$ cat src/rtl/result_collector.sv
// Result collector: captures matrix-multiplier rows into a ping-pong tile buffer, requantises
// them and streams one row per valid/ready beat. Define RESULT_COLLECTOR_RELU_EN to clamp
// negative outputs to zero.
module result_collector #(
  parameter int unsigned N           = 4,
  parameter int unsigned RESULT_SIZE = 32,
  parameter int unsigned OUT_WIDTH   = 16,
  parameter int unsigned SHIFT       = 8
) (
  input  logic                     clk,
  input  logic                     rst,
  input  logic [N*RESULT_SIZE-1:0] row_data,
  input  logic [1:0]               row_done,
  output logic                     out_valid,
  input  logic                     out_ready,
  output logic [N*OUT_WIDTH-1:0]   out_data,
  output logic [$clog2(N)-1:0]     out_row_idx,
  output logic                     out_last,
  output logic                     overflow
);

  localparam int unsigned RowW = N * RESULT_SIZE;
  localparam int unsigned IdxW = $clog2(N);
  localparam int unsigned CntW = $clog2(N + 1);
  localparam int unsigned VW   = RESULT_SIZE + 1;

`ifdef RESULT_COLLECTOR_RELU_EN
  localparam bit ReluEn = 1'b1;
`else
  localparam bit ReluEn = 1'b0;
`endif

  localparam logic [VW:0]           RoundWide = ({{VW{1'b0}}, 1'b1} << SHIFT) >> 1;
  localparam logic signed [VW-1:0]  RoundV    = RoundWide[VW-1:0];
  localparam logic [OUT_WIDTH-1:0]  MaxOut    = {1'b0, {(OUT_WIDTH-1){1'b1}}};
  localparam logic [OUT_WIDTH-1:0]  MinOut    = {1'b1, {(OUT_WIDTH-1){1'b0}}};
  localparam logic signed [VW-1:0]  MaxV      = {{(VW-OUT_WIDTH){1'b0}}, MaxOut};
  localparam logic signed [VW-1:0]  MinV      = {{(VW-OUT_WIDTH){1'b1}}, MinOut};

  typedef logic [RowW-1:0] row_t;
  typedef enum logic [0:0] {StIdle, StSend} state_e;

  row_t mem_q [2][N];
  row_t mem_d [2][N];

  logic [1:0]      full_q, full_d;
  logic [CntW-1:0] cnt_q [2];
  logic [CntW-1:0] cnt_d [2];
  logic            wr_bank_q, wr_bank_d;
  logic [CntW-1:0] wr_row_q, wr_row_d;
  logic            rd_bank_q, rd_bank_d;
  logic [IdxW-1:0] rd_row_q, rd_row_d;
  logic            overflow_q, overflow_d;

  logic [N*OUT_WIDTH-1:0] out_data_q, out_data_d;
  logic                   out_last_q, out_last_d;

  state_e state_q, state_d;

  logic            wr_accept, wr_close;
  logic            load, rd_release;
  logic [IdxW-1:0] load_idx;
  logic [CntW-1:0] rd_cnt;
  logic            at_last;

  row_t                   sel_row;
  logic [N*OUT_WIDTH-1:0] quant_row;
  logic [RESULT_SIZE-1:0] elem;
  logic signed [VW-1:0]   v_rnd, v_sh;
  logic [OUT_WIDTH-1:0]   q_el;

  // ---------------------------------------------------------------------------------------------
  // Write side
  // ---------------------------------------------------------------------------------------------
  // A row is only accepted into an empty bank that still has room; wr_row==N means the producer
  // never closed the tile.
  assign wr_accept = row_done[0] && !full_q[wr_bank_q] && (wr_row_q != CntW'(N));
  assign wr_close  = wr_accept && row_done[1];

  always_comb begin
    mem_d = mem_q;
    if (wr_accept) begin
      mem_d[wr_bank_q][wr_row_q[IdxW-1:0]] = row_data;
    end
  end

  always_comb begin
    wr_row_d   = wr_row_q;
    wr_bank_d  = wr_bank_q;
    cnt_d      = cnt_q;
    full_d     = full_q;
    overflow_d = overflow_q | (row_done[0] & ~wr_accept);
    if (wr_accept) begin
      wr_row_d = wr_row_q + CntW'(1);
    end
    if (wr_close) begin
      full_d[wr_bank_q] = 1'b1;
      cnt_d[wr_bank_q]  = wr_row_q + CntW'(1);
      wr_bank_d         = ~wr_bank_q;
      wr_row_d          = '0;
    end
    // Close and release can never target the same bank: one needs it empty, the other full.
    if (rd_release) begin
      full_d[rd_bank_q] = 1'b0;
    end
  end

  // ---------------------------------------------------------------------------------------------
  // Read-side FSM
  // ---------------------------------------------------------------------------------------------
  assign rd_cnt  = cnt_q[rd_bank_q];
  assign at_last = (CntW'(rd_row_q) == rd_cnt - CntW'(1));

  always_ff @(posedge clk) begin
    if (rst) begin
      state_q <= StIdle;
    end else begin
      state_q <= state_d;
    end
  end

  always_comb begin
    state_d = state_q;
    unique case (state_q)
      StIdle: if (full_q[rd_bank_q]) state_d = StSend;
      StSend: if (out_ready && at_last) state_d = StIdle;
      default: state_d = StIdle;
    endcase
  end

  always_comb begin
    load       = 1'b0;
    load_idx   = '0;
    rd_release = 1'b0;
    out_valid  = (state_q == StSend);
    unique case (state_q)
      StIdle: begin
        if (full_q[rd_bank_q]) begin
          load = 1'b1;
        end
      end
      StSend: begin
        if (out_ready) begin
          if (at_last) begin
            rd_release = 1'b1;
          end else begin
            load     = 1'b1;
            load_idx = rd_row_q + IdxW'(1);
          end
        end
      end
      default: ;
    endcase
  end

  // ---------------------------------------------------------------------------------------------
  // Requantisation of the row about to be loaded
  // ---------------------------------------------------------------------------------------------
  assign sel_row = mem_q[rd_bank_q][load_idx];

  always_comb begin
    quant_row = '0;
    elem      = '0;
    v_rnd     = '0;
    v_sh      = '0;
    q_el      = '0;
    for (int k = 0; k < int'(N); k++) begin
      elem  = sel_row[RowW-1-k*RESULT_SIZE -: RESULT_SIZE];
      // One extra bit keeps the rounding add from wrapping at the positive extreme.
      v_rnd = $signed({elem[RESULT_SIZE-1], elem}) + RoundV;
      v_sh  = v_rnd >>> SHIFT;
      if (v_sh > MaxV) begin
        q_el = MaxOut;
      end else if (v_sh < MinV) begin
        q_el = MinOut;
      end else begin
        q_el = v_sh[OUT_WIDTH-1:0];
      end
      if (ReluEn && q_el[OUT_WIDTH-1]) begin
        q_el = '0;
      end
      quant_row[N*OUT_WIDTH-1-k*OUT_WIDTH -: OUT_WIDTH] = q_el;
    end
  end

  always_comb begin
    out_data_d = out_data_q;
    out_last_d = out_last_q;
    rd_row_d   = rd_row_q;
    rd_bank_d  = rd_bank_q;
    if (load) begin
      out_data_d = quant_row;
      rd_row_d   = load_idx;
      out_last_d = (CntW'(load_idx) == rd_cnt - CntW'(1));
    end
    if (rd_release) begin
      rd_row_d   = '0;
      out_last_d = 1'b0;
      rd_bank_d  = ~rd_bank_q;
    end
  end

  // ---------------------------------------------------------------------------------------------
  // State registers
  // ---------------------------------------------------------------------------------------------
  // Tile storage carries no reset; the full flags alone decide what is valid.
  always_ff @(posedge clk) begin
    mem_q <= mem_d;
  end

  always_ff @(posedge clk) begin
    if (rst) begin
      full_q     <= '0;
      cnt_q      <= '{default: '0};
      wr_bank_q  <= 1'b0;
      wr_row_q   <= '0;
      rd_bank_q  <= 1'b0;
      rd_row_q   <= '0;
      overflow_q <= 1'b0;
      out_data_q <= '0;
      out_last_q <= 1'b0;
    end else begin
      full_q     <= full_d;
      cnt_q      <= cnt_d;
      wr_bank_q  <= wr_bank_d;
      wr_row_q   <= wr_row_d;
      rd_bank_q  <= rd_bank_d;
      rd_row_q   <= rd_row_d;
      overflow_q <= overflow_d;
      out_data_q <= out_data_d;
      out_last_q <= out_last_d;
    end
  end

  assign out_data    = out_data_q;
  assign out_row_idx = rd_row_q;
  assign out_last    = out_last_q;
  assign overflow    = overflow_q;

endmodule
$ cat config.mk
export PLATFORM = sky130hd
export DESIGN_NAME = result_collector
export DESIGN_NICKNAME = d
export VERILOG_FILES = /design/src/rtl/result_collector.sv
export SDC_FILE = /design/constraint.sdc
export NUM_CORES = 1
export LEC_CHECK = 0
export CAP_MARGIN = 20
export CORE_UTILIZATION = 40
export CTS_CLUSTER_SIZE = 14
export DETAILED_ROUTE_END_ITERATION = 8
export PLACE_DENSITY = 0.6
export REMOVE_ABC_BUFFERS = 1
export SYNTH_ARGS = -nofsm -noshare
export SYNTH_HDL_FRONTEND = slang
export SYNTH_SLANG_ARGS = --single-unit
$ cat constraint.sdc
create_clock -name clk -period 12.9 [get_ports clk]
set_input_delay 3.225 -clock clk [delete_from_list [all_inputs] [get_ports clk]]
set_output_delay 3.225 -clock clk [all_outputs]
set_load 0.02 [all_outputs]
Word level (Yosys, flattened, before mapping)
Index checks and enable logic that the tools add are counted.
{"block": "totals", "mem_bits_rw": 0, "wordCells": 118, "reg_bits": 1106, "latchBits": 0, "output_inout_bits": 69, "memories": 0, "romBits": 0}
{"block": "op_classes", "add_sub_neg": 7, "div_mod_pow": 0, "shift": 0, "mul": 0, "n_reduce_logical": 11, "n_mux": 47, "n_eq_ne": 3, "bitwise_logic": 13, "magnitude_cmp": 18}
{"operator": "512-bit two-way mux", "n": 4}
{"operator": "1024-bit bitwise mux", "n": 1}
{"operator": "512-bit demux with 1-bit select", "n": 1}
{"operator": "128-bit two-way mux", "n": 3}
{"operator": "128-bit binary-select mux with 2-bit select", "n": 1}
{"operator": "128-bit demux with 2-bit select", "n": 1}
{"operator": "32-bit by 9-bit adder with 33-bit output, second input constant", "n": 4}
{"operator": "16-bit two-way mux", "n": 8}
{"operator": "25-bit by 16-bit > comparator with 1-bit output, second input constant", "n": 4}
{"operator": "25-bit by 16-bit less-than comparator with 1-bit output, second input constant", "n": 4}
{"operator": "1-bit two-way mux", "n": 13}
{"operator": "3-bit two-way mux", "n": 4}
{"operator": "2-bit two-way mux", "n": 5}
{"operator": "1-bit logical AND", "n": 8}
{"operator": "6-bit bitwise mux", "n": 1}
{"operator": "2-bit by 3-bit equality test with 1-bit output", "n": 2}
{"operator": "3-bit greater-or-equal comparator, second input constant", "n": 2}
{"operator": "2-bit NOT with 3-bit output", "n": 2}
{"operator": "2-bit greater-or-equal comparator, second input constant", "n": 2}
{"operator": "1-bit by 2-bit less-than comparator with 1-bit output, second input constant", "n": 2}
{"operator": "1-bit NOT", "n": 4}
{"operator": "1-bit NOT with 2-bit output", "n": 2}
{"operator": "1-bit one-hot mux with 2 select lines", "n": 2}
{"operator": "2-bit OR reduction", "n": 2}
{"operator": "15 further kinds", "n": 17}

Longest topological paths before layout
{"block": "logic_depth", "depth_word": 17, "mapped_depth": 37}

Least setup slack after synthesis
Ideal clock, no wire load.
{"block": "synth_path", "path_kind": "input to register", "startpoint": "in out_ready", "endpoint": "reg out_data_q[14] (netlist: out_data[14])", "path_buffers": 10, "t_required_ps": 12763, "arrival_time_ps": 7424, "path_stages": 22, "path_slack_ps": 5339, "cell_sequence": "nand2_1 -> a311o_1 -> buf_4 -> nand2_4 -> buf_6 -> buf_6 -> buf_8 -> buf_6 -> buf_6 -> buf_2 -> buf_1 -> clkbuf_1 -> nand2_1 -> o21ai_0 -> ha_1 -> nand3_1 -> or3_1 -> and4b_1 -> o221ai_1 -> o41ai_4 -> buf_4 -> a211oi_1"}
{"block": "synth_between", "elab_chain_cells": 10}
{"item": "from (decl)", "line_no": "15", "source": "input logic out_ready,"}
{"item": "2-bit two-way mux", "line_no": "143", "source": "if (out_ready) begin"}
{"item": "2-bit two-way mux", "line_no": "136", "source": "unique case (state_q)"}
{"item": "2-bit NOT with 3-bit output (implied by the code)", "line_no": "159", "source": "assign sel_row = mem_q[rd_bank_q][load_idx];"}
{"item": "128-bit binary-select mux with 2-bit select", "line_no": "159"}
{"item": "128-bit two-way mux (implied by the code) (2 in a row)", "line_no": "159"}
{"item": "32-bit by 9-bit adder with 33-bit output", "line_no": "170", "source": "v_rnd = $signed({elem[RESULT_SIZE-1], elem}) + RoundV;"}
{"item": "25-bit by 16-bit less-than comparator with 1-bit output", "line_no": "174", "source": "end else if (v_sh < MinV) begin"}
{"item": "16-bit two-way mux", "line_no": "174"}
{"item": "16-bit two-way mux", "line_no": "172", "source": "if (v_sh > MaxV) begin"}
{"item": "to (signal assigned)", "line_no": "230", "source": "out_data_q <= out_data_d;"}
{"item": "to (decl)", "line_no": "55", "source": "logic [N*OUT_WIDTH-1:0] out_data_q, out_data_d;"}
Parallel ways exist; a longest one is shown, timed or not. The select of a mux whose other input is x is not followed.
A chain may end at the register's enable or synchronous reset.

Worst setup path in the final report
{"block": "layout_path", "startpoint": "in out_ready", "endpoint": "reg out_data_q[7] (netlist: out_data[7])"}
Same word-level chain as after synthesis.

==> run metrics <==
num ports 202; WHS 0.466 ns; Unique masters post-synth 100; Avg WL per Cell 23.4 um; DR vias 21200; total CTS buffers 93; Synth Cell Area about 38000 sq um; Fin. Hold Viols 0; Root Driver clkbuf_16; switch share around 23%; die area 95200 sq um; postcts setup bufs 0; worst-skew pair later-pin latency 0.66 ns; Max Fclk between 100 and 150 MHz; die height between 300 and 400 um; worst hold start cnt_q[4]; first-pass GRT wire length 134000 um; drt pass-1 iters 7; CORE AREA around 93000 sq um; FF-to-FF path depth 17; Async SR Flop Fraction 0%; Worst Hold Path Cells 2; internal power 0.00499 W; Peak supply drop 0.0904 mV; Data required, critical path 13.35 ns; Layout area overhead 16.1%; R2R Setup Slk 5.72 ns; EDFF count, synth 800; synthesized flop and latch total 882; top post-synthesis cells by count edfxtp_1 (800), mux2i_1 (257), nor2_1 (144); failing checks DRC; leakage power approximately 14 nW; largest net degree at the start of global routing 128; Synth Flop Type edfxtp_1; Tmin final 8.57 ns; pwr dens 148 nW/um^2; H-tree levels 3; Tot Pwr ~0.0064 W; Nets 2656; CP arrival 9.01 ns; Final HPWL DP approximately 53000 um; First DRT Iteration DRCs 1702; top post-synthesis cells by area edfxtp_1 (64%), mux2i_1 (6.8%), mux4_2 (6.0%); Crit Path Class input port to flop; DRC Markers 1; RePlAce Congestion between 0.8 and 0.9; clock slew seen by the registers of the worst setup and hold paths 0.06 ns; CTS tree yes; final-report max-slew violation count 0; Synth area leader edfxtp_1; Synth Warn # 0; vias per cell 5.51; antenna-violating nets left 0; Worst-Margin Slew 1.14 ns; Worst R2R Start rd_bank_q; worst hold path type flop to flop; syn_area_per_cell 16.1 sq um; initial antenna violation count 11; Post-Route WL 90300 um; Initial Util 40.4%; Clock Skew 0.0344 ns; crit share post-route 66.4%; RR Endpoint out_data[53]; Cells after Synth between 2000 and 2500; fraction of power consumed by sequential logic 50.2%; top-count cell post-synth edfxtp_1; All-Layer GR Usage 18.9%; RSZ-0062 raised after global routing false; I/O Buffers roughly 170; status finished with violations; final setup vio count 0; Yosys top cell area share 63.9%; share of layout cells above drive strength 1 approximately 15%; total grt overflow 0; Net Switching 0.00145 W; crit start category input port; cts hold-fix bufs 0; # fillers 7870; Max Cap Viol 0; post-cts resize count 0; # clock sinks around 880; Longest Clk Path Bufs 3; crit path capture type flop; Die Width 309 um; crit path max fanout 42; final core utilization 46.9%; clock network power share 41.5%; Seq/Total Area, Yosys 68.2%; hold worst-path end cnt_q[4]; vias in the first global route 21400; Slew headroom 24.1%; Comb pwr share 8.3%; Rows 112
## metal layers
layer  vias up  track usage, %  wire length (um)
li1       9629               -                 -
met1     10900            25.2             39200
met2       590            31.5             44300
met3       128            3.13              4930
met4        14            5.66              1890
met5         -               0                92
## per-stage QoR
step / instance area [sq um] / TNS, ns / setup WS, ns / instances
after floorplan: 36800 / -326.49 / -5.20 / 2207
after global placement: 40500 / 0 / 3.96 / 3672
after detailed placement: 40500 / 0 / 3.84 / 3673
after CTS: 43700 / 0 / 4.47 / 3848
after global routing: 43700 / 0 / 4.02 / 3850
final: 43700 / 0 / 4.33 / 3852
## worst max path at each step
stage | depth (start not counted) | to | slack, ns | start
after global placement | 14 | out_data[1] | 3.96 | out_ready
after detailed placement | 14 | out_data[0] | 3.84 | out_ready
final | 14 | out_data[7] | 4.33 | out_ready
after floorplan | 11 | out_data[33] | -5.20 | rd_bank_q
after CTS | 14 | out_data[7] | 4.47 | out_ready
after global routing | 14 | out_data[7] | 4.02 | out_ready
## power by group through the flow
stage               clock [W]  sequential [W]  combinational, W
floorplan                   0         0.00332          0.000276
global placement            0         0.00329          0.000521
detailed placement          0         0.00330          0.000533
CTS                   0.00274         0.00324          0.000536
global route          0.00284         0.00324          0.000575
finish                0.00268         0.00324          0.000533
## registers in the layout, summed over array words and instances, names as in the netlist, 2 cells and up
register and cells:
cnt_q 6, full_q 2, out_data 64, wr_row_q 3, out_row_idx 2, mem_q 800
## layout make-up
type / instances / area (sq um) / share of cell area [%]
sequential: 882 / 25700 / 58.8
multi-input combinational: 1306 / 11200 / 25.6
clock buffer: 136 / 2750 / 6.29
timing repair buffer: 212 / 2050 / 4.70
tap: 1254 / 1570 / 3.59
clock inverter: 39 / 373 / 0.854
inverter: 19 / 71.3 / 0.163
antenna: 4 / 10.0 / 0.0229
## placed cells by master (no fill, tap or decap), drive strengths merged, types with 22 or more instances in the layout
master	instances
a211oi	55
a21oi	60
and3	32
buf	40
clkbuf	136
clkdlybuf4s50	172
clkinv	28
dfxtp	82
edfxtp	800
mux2	60
mux2i	259
mux4	101
nand2	126
nand3	59
nand4	22
nor2	144
nor3	23
o211ai	32
o21ai	35
xnor2	49
## cells by family (layout without fill, tap and decap cells)
| kind of cell | Yosys count | in the layout | share of synthesized area, % |
|---|---|---|---|
| adders and majority gates | 9 | 9 | 0.299 |
| AOI/OAI and AO/OA | 298 | 298 | 6.01 |
| other | 0 | 4 | 0 |
| muxes | 420 | 420 | 14.8 |
| buffers and inverters | 144 | 406 | 2.25 |
| xor gates and xnor gates | 69 | 69 | 1.63 |
| and+or+nand+nor | 510 | 510 | 6.81 |
| DFF | 882 | 882 | 68.2 |
## critical path, stage by stage
cell             delay (ns)
clkdlybuf4s50_1        0.52
nand3b_1               0.44
a21oi_4                0.28
buf_4                  0.56
buf_4                  0.68
mux4_2                 0.34
mux2i_1                0.16
a211oi_1               0.56
nand4_1                0.32
nor4_2                 0.38
xnor2_1                0.17
o221ai_1               0.18
o41ai_4                0.95
a211oi_1               0.19
Note: power is estimated with default switching activity, not from simulation.
